--- config.mk ---
export PLATFORM = sky130hd
export DESIGN_NAME = exception_ctrl
export DESIGN_NICKNAME = d
export VERILOG_FILES = /design/src/rtl/exception_ctrl_pkg.sv /design/src/rtl/exception_ctrl_irq_edge_latch.sv /design/src/rtl/exception_ctrl.sv
export SDC_FILE = /design/constraint.sdc
export NUM_CORES = 1
export LEC_CHECK = 0
export BUFFER_PORTS_ARGS = -buffer_cell sky130_fd_sc_hd__buf_2
export CAP_MARGIN = 20
export CORE_MARGIN = 2
export CORE_UTILIZATION = 36
export DETAILED_ROUTE_END_ITERATION = 7
export PLACE_DENSITY = 0.86
export SLEW_MARGIN = 30
export SYNTH_ARGS = -nofsm -noshare
export SYNTH_HDL_FRONTEND = slang
export SYNTH_SLANG_ARGS = --single-unit
--- constraint.sdc ---
create_clock -name clk -period 3.55 [get_ports clk]
set_input_delay 0.355 -clock clk [delete_from_list [all_inputs] [get_ports clk]]
set_output_delay 0.355 -clock clk [all_outputs]
set_load 0.01 [all_outputs]
--- src/rtl/exception_ctrl_pkg.sv ---
// Shared CPU definitions: mode FSM encoding, exception cause codes and the
// PCSrc override codes driven by the exception controller.
package exception_ctrl_pkg;

  // Encoded so that the state bit doubles as the kernel-mode flag.
  typedef enum logic {
    StUser   = 1'b0,
    StKernel = 1'b1
  } state_e;

  localparam logic [1:0] CauseNone  = 2'd0;
  localparam logic [1:0] CauseIrq   = 2'd1;
  localparam logic [1:0] CauseIllop = 2'd2;

  localparam logic [2:0] PcsrcNone  = 3'd0;
  localparam logic [2:0] PcsrcIllop = 3'd4;
  localparam logic [2:0] PcsrcXadr  = 3'd5;

  localparam logic [7:0] IrqCountMax = 8'hFF;

endpackage

--- src/rtl/exception_ctrl_irq_edge_latch.sv ---
// Interrupt request rising-edge detector with a pending latch. A fresh edge
// wins over a clear arriving in the same cycle so no request is lost.
module irq_edge_latch (
  input  logic clk,
  input  logic reset,
  input  logic irq,
  input  logic clr,
  output logic pending
);

  logic irq_q;
  logic pending_q, pending_d;
  logic rise;

  assign rise    = irq & ~irq_q;
  assign pending = pending_q;

  // Set on a rising edge, otherwise hold unless the take clears it.
  always_comb begin
    pending_d = pending_q;
    if (clr) pending_d = 1'b0;
    if (rise) pending_d = 1'b1;
  end

  // Registered irq copy and pending flag.
  always_ff @(posedge clk or negedge reset) begin
    if (!reset) begin
      irq_q     <= 1'b0;
      pending_q <= 1'b0;
    end else begin
      irq_q     <= irq;
      pending_q <= pending_d;
    end
  end

endmodule

--- src/rtl/exception_ctrl.sv ---
// Exception controller: decides same-cycle illegal-op / interrupt takes,
// tracks kernel/user mode, last cause, double faults and interrupt count.
module exception_ctrl
  import exception_ctrl_pkg::*;
(
  input  logic        clk,
  input  logic        reset,
  input  logic [31:0] PC,
  input  logic [31:0] PCplus4,
  input  logic        irq,
  input  logic        illop_dec,
  input  logic        eret,
  output logic        xcpt_valid,
  output logic [2:0]  xcpt_src,
  output logic [31:0] epc_wdata,
  output logic [1:0]  cause,
  output logic        kernel,
  output logic        irq_pending,
  output logic        double_fault,
  output logic [7:0]  irq_count
);

  state_e     state_q, state_d;
  logic [1:0] cause_q, cause_d;
  logic       dfault_q, dfault_d;
  logic [7:0] count_q, count_d;
  logic       take_illop, take_irq;

  irq_edge_latch u_irq_edge_latch (
    .clk     (clk),
    .reset   (reset),
    .irq     (irq),
    .clr     (take_irq),
    .pending (irq_pending)
  );

  // Illegal op outranks a pending interrupt; interrupts are masked in kernel.
  assign take_illop = illop_dec && (state_q == StUser);
  assign take_irq   = irq_pending && !illop_dec && (state_q == StUser);

  // Zero-latency override toward the datapath.
  always_comb begin
    xcpt_valid = 1'b0;
    xcpt_src   = PcsrcNone;
    epc_wdata  = 32'h0;
    if (take_illop) begin
      xcpt_valid = 1'b1;
      xcpt_src   = PcsrcIllop;
      epc_wdata  = PCplus4;
    end else if (take_irq) begin
      // Return to the aborted instruction so it re-executes.
      xcpt_valid = 1'b1;
      xcpt_src   = PcsrcXadr;
      epc_wdata  = PC;
    end
  end

  // Mode FSM and status next-state.
  always_comb begin
    state_d  = state_q;
    cause_d  = cause_q;
    dfault_d = dfault_q;
    count_d  = count_q;
    unique case (state_q)
      StUser: begin
        if (take_illop) begin
          state_d = StKernel;
          cause_d = CauseIllop;
        end else if (take_irq) begin
          state_d = StKernel;
          cause_d = CauseIrq;
          if (count_q != IrqCountMax) count_d = count_q + 8'd1;
        end
      end
      StKernel: begin
        if (illop_dec) dfault_d = 1'b1;
        if (eret) state_d = StUser;
      end
      default: state_d = StKernel;
    endcase
  end

  // State registers; reset lands in kernel to match the reset PC.
  always_ff @(posedge clk or negedge reset) begin
    if (!reset) begin
      state_q  <= StKernel;
      cause_q  <= CauseNone;
      dfault_q <= 1'b0;
      count_q  <= 8'h0;
    end else begin
      state_q  <= state_d;
      cause_q  <= cause_d;
      dfault_q <= dfault_d;
      count_q  <= count_d;
    end
  end

  assign kernel       = (state_q == StKernel);
  assign cause        = cause_q;
  assign double_fault = dfault_q;
  assign irq_count    = count_q;

endmodule
Word-level counts from Yosys, hierarchy flattened
Cells that the tools add are included.

word-level totals
  input bits = 69
  ROM bits = 0
  output and inout port bits = 49
  latch bits = 0
  register bits = 14
  RAM bits = 0
  memories kept = 0

operators by class
  equal/unequal tests = 1
  $mul = 0
  shift operators = 0
  multiplexer cells = 12
  add/sub/neg operators = 1
  div/mod/pow operators = 0
  bitwise logic cells = 4
  magnitude comparators = 0
  reduce and logical (&&, ||, !) cells = 9

operators with widths
  cell                                                            count
  32-bit 2-to-1 mux                                               2
  8-bit by 1-bit adder with 8-bit output (second input constant)  1
  8-bit != test (second input constant)                           1
  3-bit 2-to-1 mux                                                2
  1-bit 2-to-1 mux                                                5
  2-bit 2-to-1 mux                                                2
  2-bit AND reduction                                             2
  4-bit AND reduction                                             1
  2-bit nonzero test                                              2
  1-bit logical AND                                               3
  1-bit inverter                                                  3
  1-bit case mux with 2 select lines                              1
  1-bit AND                                                       1
  1-bit zero test                                                 1

Longest topological paths before layout
  depth in word-level cells = 6
  depth in mapped cells = 6
  depth with buffers taken out = 5

Hierarchy
A second synthesis with hierarchy kept.

second synthesis, totals
  cell total of the unflattened synthesis = 101
  area total of the unflattened synthesis = 1019.7 um2

modules (own cells, without submodules)
  module          area an instance (um2)  sequential area each (um2)  instances  cells an instance
  exception_ctrl  949.7                   301.5                       1          96
  irq_edge_latch  70.1                    50.0                        1          5

Least setup slack after synthesis
No wires, ideal clock.

  path type = reg-to-output
  start point = reg state_q (netlist: kernel)
  end point = out epc_wdata[10]
  arrival time = 1228 ps
  slack = 1967 ps
  required time = 3195 ps
  cell stages (with the launch flop) = 6
  buffers on the path = 3
  cell sequence = dfstp_2 -> buf_6 -> nor3b_4 -> buf_6 -> buf_6 -> a22o_1

between the ends
  word-level cells in the longest chain between the ends = 4
  elaborated cells on any way between the ends = 5

ends and longest elaborated chain
  what                        RTL line              RTL
  start: declaration          exception_ctrl.sv:23  state_e state_q, state_d;
  start signal: assignment    exception_ctrl.sv:86  state_q <= StKernel;
  start signal: assignment    exception_ctrl.sv:91  state_q <= state_d;
  1-bit inverter (no line) *  --
  1-bit logical AND           exception_ctrl.sv:39  assign take_irq = irq_pending && !illop_dec && (state_q == StUser);
  32-bit 2-to-1 mux           exception_ctrl.sv:50  end else if (take_irq) begin
  32-bit 2-to-1 mux *         exception_ctrl.sv:46  if (take_illop) begin
  end: declaration            exception_ctrl.sv:15  output logic [31:0] epc_wdata,

Mark *: on every way between the ends. The rest lies on a longest branch, timed or not.

Final worst setup path
  start point = reg u_irq_edge_latch.pending_q (netlist: u_irq_edge_latch.pending)
  end point = out epc_wdata[0]

between the ends
  word-level cells in the longest chain between the ends = 4

ends and longest elaborated chain
  what                             RTL line                             RTL
  start: declaration               exception_ctrl_irq_edge_latch.sv:12  logic pending_q, pending_d;
  start signal: assignment         exception_ctrl_irq_edge_latch.sv:32  pending_q <= pending_d;
  1-bit logical AND (2 in series)  exception_ctrl.sv:39
  32-bit 2-to-1 mux                exception_ctrl.sv:50
  32-bit 2-to-1 mux                exception_ctrl.sv:46

Every way passes these cells.

==> metrics.yaml <==
placed_design:
  dpl.hpwl_mm: 2.52
  post_dp_cell_area_sq_mm: 0.00154
  routabilityCongestion: 0.770
  dp_worst_setup_slack_ns: 1.76
  port_buffers: 116
floorplanning:
  die_w_um: 56.8
  rows: 19
  initial_core_util_pct: 37.0
  ios: 118
  coreArea_sq_mm: 0.00271
  die_y_um: 56.8
  die-area_sq_mm: 0.00322
critical_path:
  reg2reg_slack_ns: 1.92
  cp_max_fo: 39
  cp_data_arrival_time_ns: 1.69
  crit_path_end_kind: "primary output"
  required_ns: 3.19
  path_class: "reg -> out"
  startpoint_type: "flop"
cts:
  ctsResizeCount: 0
  clkSinkCount: 14
  path_clk_slew_ns: 0.08
  cts_buffers: 3
  clk_latency_ns: 0.28
  post-cts-setup-buffers: 0
  cts_tree: "built"
  cts-root-buf: "clkbuf_4"
  clockBufferDepth: 2
  htree_levels: 1
yosys:
  synth.area.top_cells: "dfrtp_1 32%, a22o_1 28%, buf_4 4.5%"
  synthTopCellsByCount: "32 x a22o_1, 13 x dfrtp_1, 8 x a21oi_1"
  synthFlopType: "dfrtp_1"
  synth_edf_count: 0
  synth_most_common_cell: "a22o_1"
  post_synth_num_cell_types: 28
  ys_seq_elements: 14
  yosysTopAreaCell: "dfrtp_1"
  ys_seq_area_share_pct: 35.1
  yosys_warnings: 0
  synthCells: 100
  synthArstFlopShare_pct: 100
  syn_area_sq_mm: 0.00100
  syn_area_per_cell_sq_um: 10.0
  syn_nets: 170
  synth_top_cell_area_share_pct: 32.5
sta:
  rsz0062_at_grt: "no"
  drv_slew: 0
  clock_skew_ns: 0.00400
  max_freq_ghz: 0.490
  setup_viol: 0
  finalCritPeriodShare_pct: 57.5
  fin_setup_tns_ns: 0
  setup_slack_ns: 1.51
  finalHoldViolCount: 0
  period_minus_slack_ns: 2.04
route:
  met2_length_mm: 1.53
  drt-total-wl_mm: 3.17
  wl_per_cell_um: 13.0
  firstDrtPassIters: 4
  vias_per_cell: 5.06
  drt_iter0_drc: 64
  drc: 0
  wl_met1_mm: 1.29
  ant_nets: 0
  wl_met3_um: 327
  vias: 1229
  top_layer_used: "met4"
final_layout:
  diodes: 0
  synthToLayoutAreaGrowth_pct: 58.7
  final_nets: 283
  drive_gt1_share_pct: 59.4
  final_cell_area_sq_mm: 0.00159
grt:
  grt_max_degree: 40
  grt_pass1_vias: 1093
  grt.overflow.total: 0
  antenna_found_initial: 0
  grt_pass1_wl_mm: 4.78
  track_usage_pct: 18.5
power:
  p_per_area_mw_per_mm2: 397
  leakagePower_nw: 0.942
  peakVddDrop_uv: 377
worst_hold_path:
  hold_class: "in -> reg"
job:
  maxCapViolations: 0
outcome:
  outcome: "finished, final reports clean"
-- cells in the final DEF, fill, tap and decap left out, drive strengths merged --
master       instances
xnor2                3
a21o                 2
a21oi                8
nor2                 5
nand4                1
nand3                3
and4bb               1
nand2                3
ha                   1
buf                118
and4                 1
a22o                32
dfstp                1
dlygate4sd3          1
o211ai               1
nor3b                1
clkbuf               4
inv                  2
xor2                 2
o21ai                3
conb                 1
nor3                 1
nand2b               1
mux2                 1
nor2b                1
dfrtp               13
and3                 1
-- flip-flops by register name, summed over array words and instances (netlist names) --
name and cells:
kernel 1, double_fault 1, cause 2, u_irq_edge_latch.pending 1, u_irq_edge_latch.irq_q 1, irq_count 8
-- worst paths after layout --
kind                                                      start                                    to  depth (start not counted)
max                        u_irq_edge_latch.pending$_DFFE_PN0P_                          epc_wdata[0]                          4
min                                                         irq      u_irq_edge_latch.irq_q$_DFF_PN0_                          1
max reg2reg                u_irq_edge_latch.pending$_DFFE_PN0P_              irq_count[1]$_DFFE_PN0P_                          4
min reg2reg                    u_irq_edge_latch.irq_q$_DFF_PN0_  u_irq_edge_latch.pending$_DFFE_PN0P_                          1
max in group asynchronous                                 reset                      kernel$_DFF_PN1_                          2
min in group asynchronous                                 reset              irq_count[0]$_DFFE_PN0P_                          2
-- layer usage --
layer / up-vias / GRT usage (%)
met3: 4 / 2.76
met2: 70 / 31.4
met4: 0 / 6.31
met1: 550 / 24.0
met5: - / 0
li1: 605 / -
-- area by class of cell --
type                            count  area (sq um)
Inverter                            2          7.51
Timing Repair Buffer              119           606
Fill cell                         248          1120
Clock buffer                        4          36.3
Tap cell                           31          38.8
Sequential cell                    14           352
Multi-Input combinational cell     73           551
-- power by group --
group | internal (mW) | total [mW] | switching, mW
Clock | 0.0624 | 0.114 | 0.0521
Sequential | 0.197 | 0.241 | 0.0434
Combinational | 0.138 | 0.275 | 0.137
-- per-stage QoR --
step	util [%]	total power [mW]	hold slack, ns	std cells
after floorplan	-	0.400	0.0594	100
after CTS	58.7	0.634	0.186	243
after global placement	57.0	0.514	0.259	238
after global routing	58.7	0.673	0.186	243
final	58.7	0.631	0.191	243
after detailed placement	57.0	0.518	0.264	238
-- cells by family after synthesis --
group	count (synthesis)	synth area share [%]
xor+xnor	5	4.37
mux	1	1.12
simple gates	19	11.5
compound gates	46	36.1
buf+inv	13	10.2
fa+ha+maj	1	1.25
flops	14	35.1
other cells	1	0.374
-- worst max-delay path, stage by stage, from the launching register on --
cell,delay [ns]
dfrtp_1,0.44
nor3b_4,0.21
buf_4,0.39
a22o_1,0.22
buf_2,0.14
-- repair_timing --
item,CTS,global route
endpoints found under the setup margin,0,0
hold buffers,1,0
hold endpoints to repair,13,0
Note: power is estimated with default switching activity, not from simulation.
